===== src/rtl/factorial_ctrl_if.sv =====
// Handshake and datapath-control bundle for factorial_ctrl.
// master: the controller itself; slave: the sequencer/datapath side.
interface factorial_ctrl_if #(
  parameter int ITER_W = 8,
  parameter int CYC_W  = 16
);
  logic              start;
  logic              ack;
  logic              abort;
  logic              z;
  logic [1:0]        a_sel;
  logic [1:0]        b_sel;
  logic              op_sel;
  logic              w_sel;
  logic              w_en;
  logic              busy;
  logic              done;
  logic              err;
  logic [ITER_W-1:0] iter_count;
  logic [CYC_W-1:0]  cycle_count;

  modport master (
    input  start, ack, abort, z,
    output a_sel, b_sel, op_sel, w_sel, w_en,
    output busy, done, err, iter_count, cycle_count
  );

  modport slave (
    output start, ack, abort, z,
    input  a_sel, b_sel, op_sel, w_sel, w_en,
    input  busy, done, err, iter_count, cycle_count
  );
endinterface


===== src/rtl/factorial_ctrl.sv =====
// Moore controller for the factorial datapath: alternates multiply
// (x0 <= x0*x1) and decrement (x1 <= x1-x2) until z, with a
// start/done/ack handshake, abort, an iteration guard and status counters.
module factorial_ctrl #(
  parameter int MAX_ITER = 128,
  parameter int ITER_W   = 8,
  parameter int CYC_W    = 16
) (
  input  logic               clk,
  input  logic               rst,
  factorial_ctrl_if.master   bus
);

  typedef enum logic [2:0] {IDLE, CHECK, MUL, DEC, DONE, ERR} state_t;

  typedef struct packed {
    logic [1:0] a_sel;
    logic [1:0] b_sel;
    logic       op_sel;
    logic       w_sel;
    logic       w_en;
    logic       busy;
    logic       done;
    logic       err;
  } ctl_t;

  localparam logic [ITER_W-1:0] ITER_LIMIT = ITER_W'(MAX_ITER);
  localparam logic [CYC_W-1:0]  CYC_SAT    = '1;

  state_t            state;
  state_t            state_nxt;
  ctl_t              ctl;
  logic [ITER_W-1:0] iter_count;
  logic [CYC_W-1:0]  cycle_count;
  logic              busy_state;

  // Output word for a given state; everything not listed stays at the
  // default decode (all zero).
  function automatic ctl_t decode(input state_t s);
    ctl_t c;
    // NOTE: assigning a full default before the case keeps every field
    // driven on every path, so no latch can be inferred.
    c = '0;
    case (s)
      CHECK: c.busy = 1'b1;
      MUL: begin
        c.b_sel = 2'b01;
        c.w_en  = 1'b1;
        c.busy  = 1'b1;
      end
      DEC: begin
        c.a_sel  = 2'b01;
        c.b_sel  = 2'b10;
        c.op_sel = 1'b1;
        c.w_sel  = 1'b1;
        c.w_en   = 1'b1;
        c.busy   = 1'b1;
      end
      DONE:    c.done = 1'b1;
      ERR:     c.err  = 1'b1;
      default: ;
    endcase
    return c;
  endfunction

  // Transition rules; abort outranks every busy-state decision and z
  // outranks the iteration limit.
  function automatic state_t next_of(input state_t s, input logic start,
                                     input logic ack, input logic abort,
                                     input logic z, input logic at_limit);
    state_t n;
    n = s;
    case (s)
      IDLE:  if (start) n = CHECK;
      CHECK: begin
        if (abort)         n = IDLE;
        else if (z)        n = DONE;
        else if (at_limit) n = ERR;
        else               n = MUL;
      end
      MUL:   n = abort ? IDLE : DEC;
      DEC:   n = abort ? IDLE : CHECK;
      DONE:  if (ack) n = IDLE;
      ERR:   if (ack) n = IDLE;
      default: n = IDLE;
    endcase
    return n;
  endfunction

  assign busy_state = (state == CHECK) || (state == MUL) || (state == DEC);
  assign state_nxt  = next_of(state, bus.start, bus.ack, bus.abort, bus.z,
                              iter_count == ITER_LIMIT);

  // State, registered output word and the two status counters.
  always_ff @(posedge clk or posedge rst) begin
    if (rst) begin
      state       <= IDLE;
      ctl         <= '0;
      iter_count  <= '0;
      cycle_count <= '0;
    end else begin
      // NOTE: non-blocking assignments so every register here samples the
      // pre-edge values regardless of statement order.
      state <= state_nxt;
      ctl   <= decode(state_nxt);
      if (state == IDLE && bus.start) begin
        iter_count  <= '0;
        cycle_count <= '0;
      end else if (busy_state && !bus.abort) begin
        if (cycle_count != CYC_SAT) cycle_count <= cycle_count + 1'b1;
        if (state == DEC && iter_count != ITER_LIMIT)
          iter_count <= iter_count + 1'b1;
      end
    end
  end

  assign bus.a_sel       = ctl.a_sel;
  assign bus.b_sel       = ctl.b_sel;
  assign bus.op_sel      = ctl.op_sel;
  assign bus.w_sel       = ctl.w_sel;
  // Write enable is cut in the same cycle abort is seen, so an aborted
  // MUL/DEC never reaches the datapath registers.
  assign bus.w_en        = ctl.w_en & ~bus.abort;
  assign bus.busy        = ctl.busy;
  assign bus.done        = ctl.done;
  assign bus.err         = ctl.err;
  assign bus.iter_count  = iter_count;
  assign bus.cycle_count = cycle_count;

endmodule


===== src/flat_wrapper.sv =====
// flat-port wrapper written by rule: the top's interface ports become plain ports
module factorial_ctrl_flat 
#(
  parameter int MAX_ITER = 128,
  parameter int ITER_W   = 8,
  parameter int CYC_W    = 16
)
  (clk, rst, bus_start, bus_ack, bus_abort, bus_z, bus_a_sel, bus_b_sel, bus_op_sel, bus_w_sel, bus_w_en, bus_busy, bus_done, bus_err, bus_iter_count, bus_cycle_count);
  factorial_ctrl_if #(.ITER_W(ITER_W), .CYC_W(CYC_W)) bus_i ();
  input  logic clk;
  input  logic rst;
  input wire logic [$bits(bus_i.start)-1:0] bus_start;
  input wire logic [$bits(bus_i.ack)-1:0] bus_ack;
  input wire logic [$bits(bus_i.abort)-1:0] bus_abort;
  input wire logic [$bits(bus_i.z)-1:0] bus_z;
  output wire logic [$bits(bus_i.a_sel)-1:0] bus_a_sel;
  output wire logic [$bits(bus_i.b_sel)-1:0] bus_b_sel;
  output wire logic [$bits(bus_i.op_sel)-1:0] bus_op_sel;
  output wire logic [$bits(bus_i.w_sel)-1:0] bus_w_sel;
  output wire logic [$bits(bus_i.w_en)-1:0] bus_w_en;
  output wire logic [$bits(bus_i.busy)-1:0] bus_busy;
  output wire logic [$bits(bus_i.done)-1:0] bus_done;
  output wire logic [$bits(bus_i.err)-1:0] bus_err;
  output wire logic [$bits(bus_i.iter_count)-1:0] bus_iter_count;
  output wire logic [$bits(bus_i.cycle_count)-1:0] bus_cycle_count;
  assign bus_i.start = bus_start;
  assign bus_i.ack = bus_ack;
  assign bus_i.abort = bus_abort;
  assign bus_i.z = bus_z;
  assign bus_a_sel = bus_i.a_sel;
  assign bus_b_sel = bus_i.b_sel;
  assign bus_op_sel = bus_i.op_sel;
  assign bus_w_sel = bus_i.w_sel;
  assign bus_w_en = bus_i.w_en;
  assign bus_busy = bus_i.busy;
  assign bus_done = bus_i.done;
  assign bus_err = bus_i.err;
  assign bus_iter_count = bus_i.iter_count;
  assign bus_cycle_count = bus_i.cycle_count;
  factorial_ctrl #(.MAX_ITER(MAX_ITER), .ITER_W(ITER_W), .CYC_W(CYC_W)) u_core (.clk(clk), .rst(rst), .bus(bus_i));
endmodule

===== config.mk =====
export PLATFORM = sky130hd
export DESIGN_NAME = factorial_ctrl_flat
export DESIGN_NICKNAME = d
export VERILOG_FILES = /design/src/rtl/factorial_ctrl_if.sv /design/src/rtl/factorial_ctrl.sv /design/src/flat_wrapper.sv
export SDC_FILE = /design/constraint.sdc
export NUM_CORES = 1
export LEC_CHECK = 0
export CAP_MARGIN = 15
export CORE_MARGIN = 2
export CORE_UTILIZATION = 45
export DETAILED_ROUTE_END_ITERATION = 10
export GPL_TIMING_DRIVEN = 1
export PLACE_DENSITY = 0.85
export SETUP_SLACK_MARGIN = 0.15
export SYNTH_ARGS = -nofsm -noshare
export SYNTH_HDL_FRONTEND = slang
export SYNTH_SLANG_ARGS = --single-unit

===== constraint.sdc =====
create_clock -name clk -period 1.8 [get_ports clk]
set_clock_uncertainty 0.05 [all_clocks]
set_input_delay 0.27 -clock clk [delete_from_list [all_inputs] [get_ports clk]]
set_output_delay 0.27 -clock clk [all_outputs]
set_load 0.05 [all_outputs]

==> out/summary.txt <==
Ys flop type = dfrtp_1
Core Rows = 23
Root buffer cell = clkbuf_8
Residual DRC = 0
CTS tree = done
Multi-input logic area = 0.00117 mm^2
Vias = 1710
# setup viols final = 11
Mapped Nets = 200
Final worst setup slack = -0.0850 ns
Clock Path Buffers = 2
Setup CP Type = reg -> reg
Register bit count reported by yosys = 33
Fin nets = 267
GPL Wtd Cong = 0.902
Port Buf Inserts = 38
CP startpoint kind = flip-flop
Starting Density = 46.6%
CTS hold repair buffers = 0
Die W = 68.1 um
Final WL = 4930 um
Die Area = 0.00464 mm^2
Register area share after synthesis = 44.6%
Ys async rst share = 100%
Routed wire per std cell = 16.0 um
Setup WS pre-CTS = -0.370 ns
Hold Vio Cnt, Final = 0
Antenna violations before repair = 0
Crit path max fanout = 5
Max Cap Viol = 0
Required @ worst endpoint = 1.94 ns
First-pass GRT wire length = 7780 um
H-Tree Depth = 2
Antenna-violating nets left = 0
I/O pin total = 40
Final hold slack = 0.329 ns
Core area = 0.00397 mm^2
Delay-heaviest family, CP = simple AND/OR/NAND/NOR gates
Peak supply drop = 0.392 mV
Vias per cell = 5.53
Layout area overhead = 49.1%
CP max stage delay = 0.43 ns
Proportion of layout cells with a drive suffix above 1 = 45.2%
Pin count of the biggest net entering global routing = 34
Storage element area = 835 um^2
Violated checks = setup timing
Tot GR Track Use = 22.9%
Total grt overflow = 0
Chip height = 68.1 um
Final worst path period need = 1.88 ns
P per Cell Area = 939 mW/mm^2
Critical-path top delay cell = dfrtp_1
DR pass1 iterations = 5
Final count of pins violating max slew = 0
Buf+Inv Stages, Crit Path = 2
Fill count = 277
Post-DP HPWL = 3060 um
EDFF count, synth = 0
Clk slew on worst S/H paths = 0.07 ns
Clk sinks = 33
TritonCTS buffer count = 5
Crit-path cells = buf_6 -> nor4b_4 -> buf_4 -> a21oi_4 -> a31oi_2 -> nand3_1 -> o21ai_0
Clk Latency, worst-skew pair = 0.29 ns
Worst path arrival time = 2.03 ns
RSZ-0062 raised after global routing = true
DRT iter0 DRCs = 109
Synth Instances = 191
Tcrit/Tclk final = 105%
Syn. warnings = 0
Post-Syn Area = 0.00185 mm^2
Synth cell types = 39
N_diodes = 0
Syn Area/Cell = 9.69 um^2
Fmax = 0.531 GHz
Vias in the first global route = 1630
Worst Hold Class = in -> async
Status = complete, but fails checks
CP Capture Type = flip-flop
Leakage = 1.28 nW
==> cells by family (layout without fill, tap and decap cells) <==
group / count (synthesis) / count (layout) / share of synthesized area (%)
AO/OA/AOI/OAI: 18 / 19 / 7.51
XOR/XNOR: 14 / 14 / 6.63
adder cells (fa/ha/maj): 3 / 3 / 2.03
buffers and inverters: 17 / 84 / 5.34
flip-flops: 33 / 33 / 44.6
multiplexers: 6 / 6 / 3.25
other: 1 / 1 / 0.203
AND/OR/NAND/NOR: 99 / 99 / 30.4
==> what timing repair did <==
item | 4_1_cts | 5_1_grt
gates cloned | 1 | 0
setup endpoints to repair | 21 | 24
buffers inserted | 9 | 4
gates resized for setup | 25 | 23
pin swaps | 14 | 16
==> cell type report <==
class	count	area share, %
Tap cell	50	2.27
Timing Repair Buffer	70	21.0
Inverter	6	0.907
Clock inverter	2	0.363
Sequential cell	33	30.2
Multi-Input combinational cell	142	42.5
Clock buffer	6	2.63
==> synthesized netlist by cell type, types with 3 or more instances <==
master / count / area [um^2]
inv_1: 6 / 22.5
nor2_1: 26 / 97.6
nor2b_1: 4 / 25.0
o21ai_0: 4 / 20.0
nor3_1: 7 / 35.0
xnor2_1: 10 / 87.6
nor4_2: 3 / 37.5
ha_1: 3 / 37.5
xor2_1: 4 / 35.0
nand3_1: 14 / 70.1
dfrtp_1: 33 / 826
nand2b_1: 5 / 31.3
a21oi_1: 5 / 25.0
nand4_1: 4 / 25.0
nand2_1: 14 / 52.6
a31oi_1: 3 / 18.8
mux2i_1: 6 / 60.1
clkbuf_1: 3 / 11.3
buf_4: 5 / 37.5
and4_1: 3 / 26.3
and3_1: 8 / 50.1
==> worst min-delay path: cells and delay by family <==
kind	cells	cell delay (ns)
buf+inv	3	0.83
==> routing by layer <==
metal  GRT usage, %  routed length [um]
met4           11.5                 138
met1           29.2                2000
met3           5.92                 311
met5              0                   0
met2           35.8                2490
==> cells in the final DEF (no fill, tap or decap), types with 3 or more instances in the layout <==
cell / n
o21ai_0: 3
xnor2_1: 8
nand2b_1: 5
and3_1: 6
nand4_1: 4
nor4_4: 3
nand3_1: 10
nand3_2: 3
nor2b_1: 4
buf_4: 53
a21oi_2: 3
buf_6: 7
nor2_4: 3
inv_1: 4
dfrtp_2: 7
nor2_1: 21
clkdlybuf4s50_1: 4
mux2i_1: 6
dlygate4sd2_1: 5
nor3_1: 3
nand2_1: 12
and4_1: 3
nor3_2: 3
clkbuf_8: 5
dfrtp_1: 26
xor2_1: 4
==> through the flow <==
stage               setup TNS (ns)  cell area (um^2)  cells  power [W]  util, %
finish                      -0.399              2760    309    0.00259     69.5
global placement             -3.71              2360    287    0.00179     59.5
detailed placement           -3.99              2360    287    0.00182     59.5
CTS                         -0.134              2620    305    0.00247     66.0
floorplan                    -1.50              1920    191    0.00155        -
global route                 -1.01              2760    309    0.00271     69.5
==> flip-flops by register name, indices dropped and copies added, names as in the netlist <==
signal,flops
u_core.bus.cycle_count,16
u_core.bus.done,1
u_core.bus.busy,1
u_core.state,3
u_core.bus.iter_count,8
u_core.bus.a_sel,1
u_core.ctl,1
u_core.bus.b_sel,1
u_core.bus.err,1
==> worst paths after layout <==
path	from	slack (ns)	to	cells past startpoint
setup reg to reg	u_core.state[2]	-0.08	u_core.bus.cycle_count[1]	7
min in group clk	u_core.bus.cycle_count[0]	0.49	u_core.bus.cycle_count[0]	1
hold reg to reg	u_core.bus.cycle_count[0]	0.49	u_core.bus.cycle_count[0]	1
max in group asynchronous	rst	1.04	u_core.bus.iter_count[5]	3
hold / removal	rst	0.33	u_core.ctl[3]	3
setup / recovery	u_core.state[2]	-0.08	u_core.bus.cycle_count[1]	7
==> power breakdown <==
part | total, W | switching (W) | internal, W
Sequential | 0.000901 | 0.0000776 | 0.000823
Clock | 0.000560 | 0.000292 | 0.000268
Combinational | 0.00113 | 0.000707 | 0.000422
Total | 0.00259 | 0.00108 | 0.00151
No activity file was read; power rests on OpenSTA's default activity.
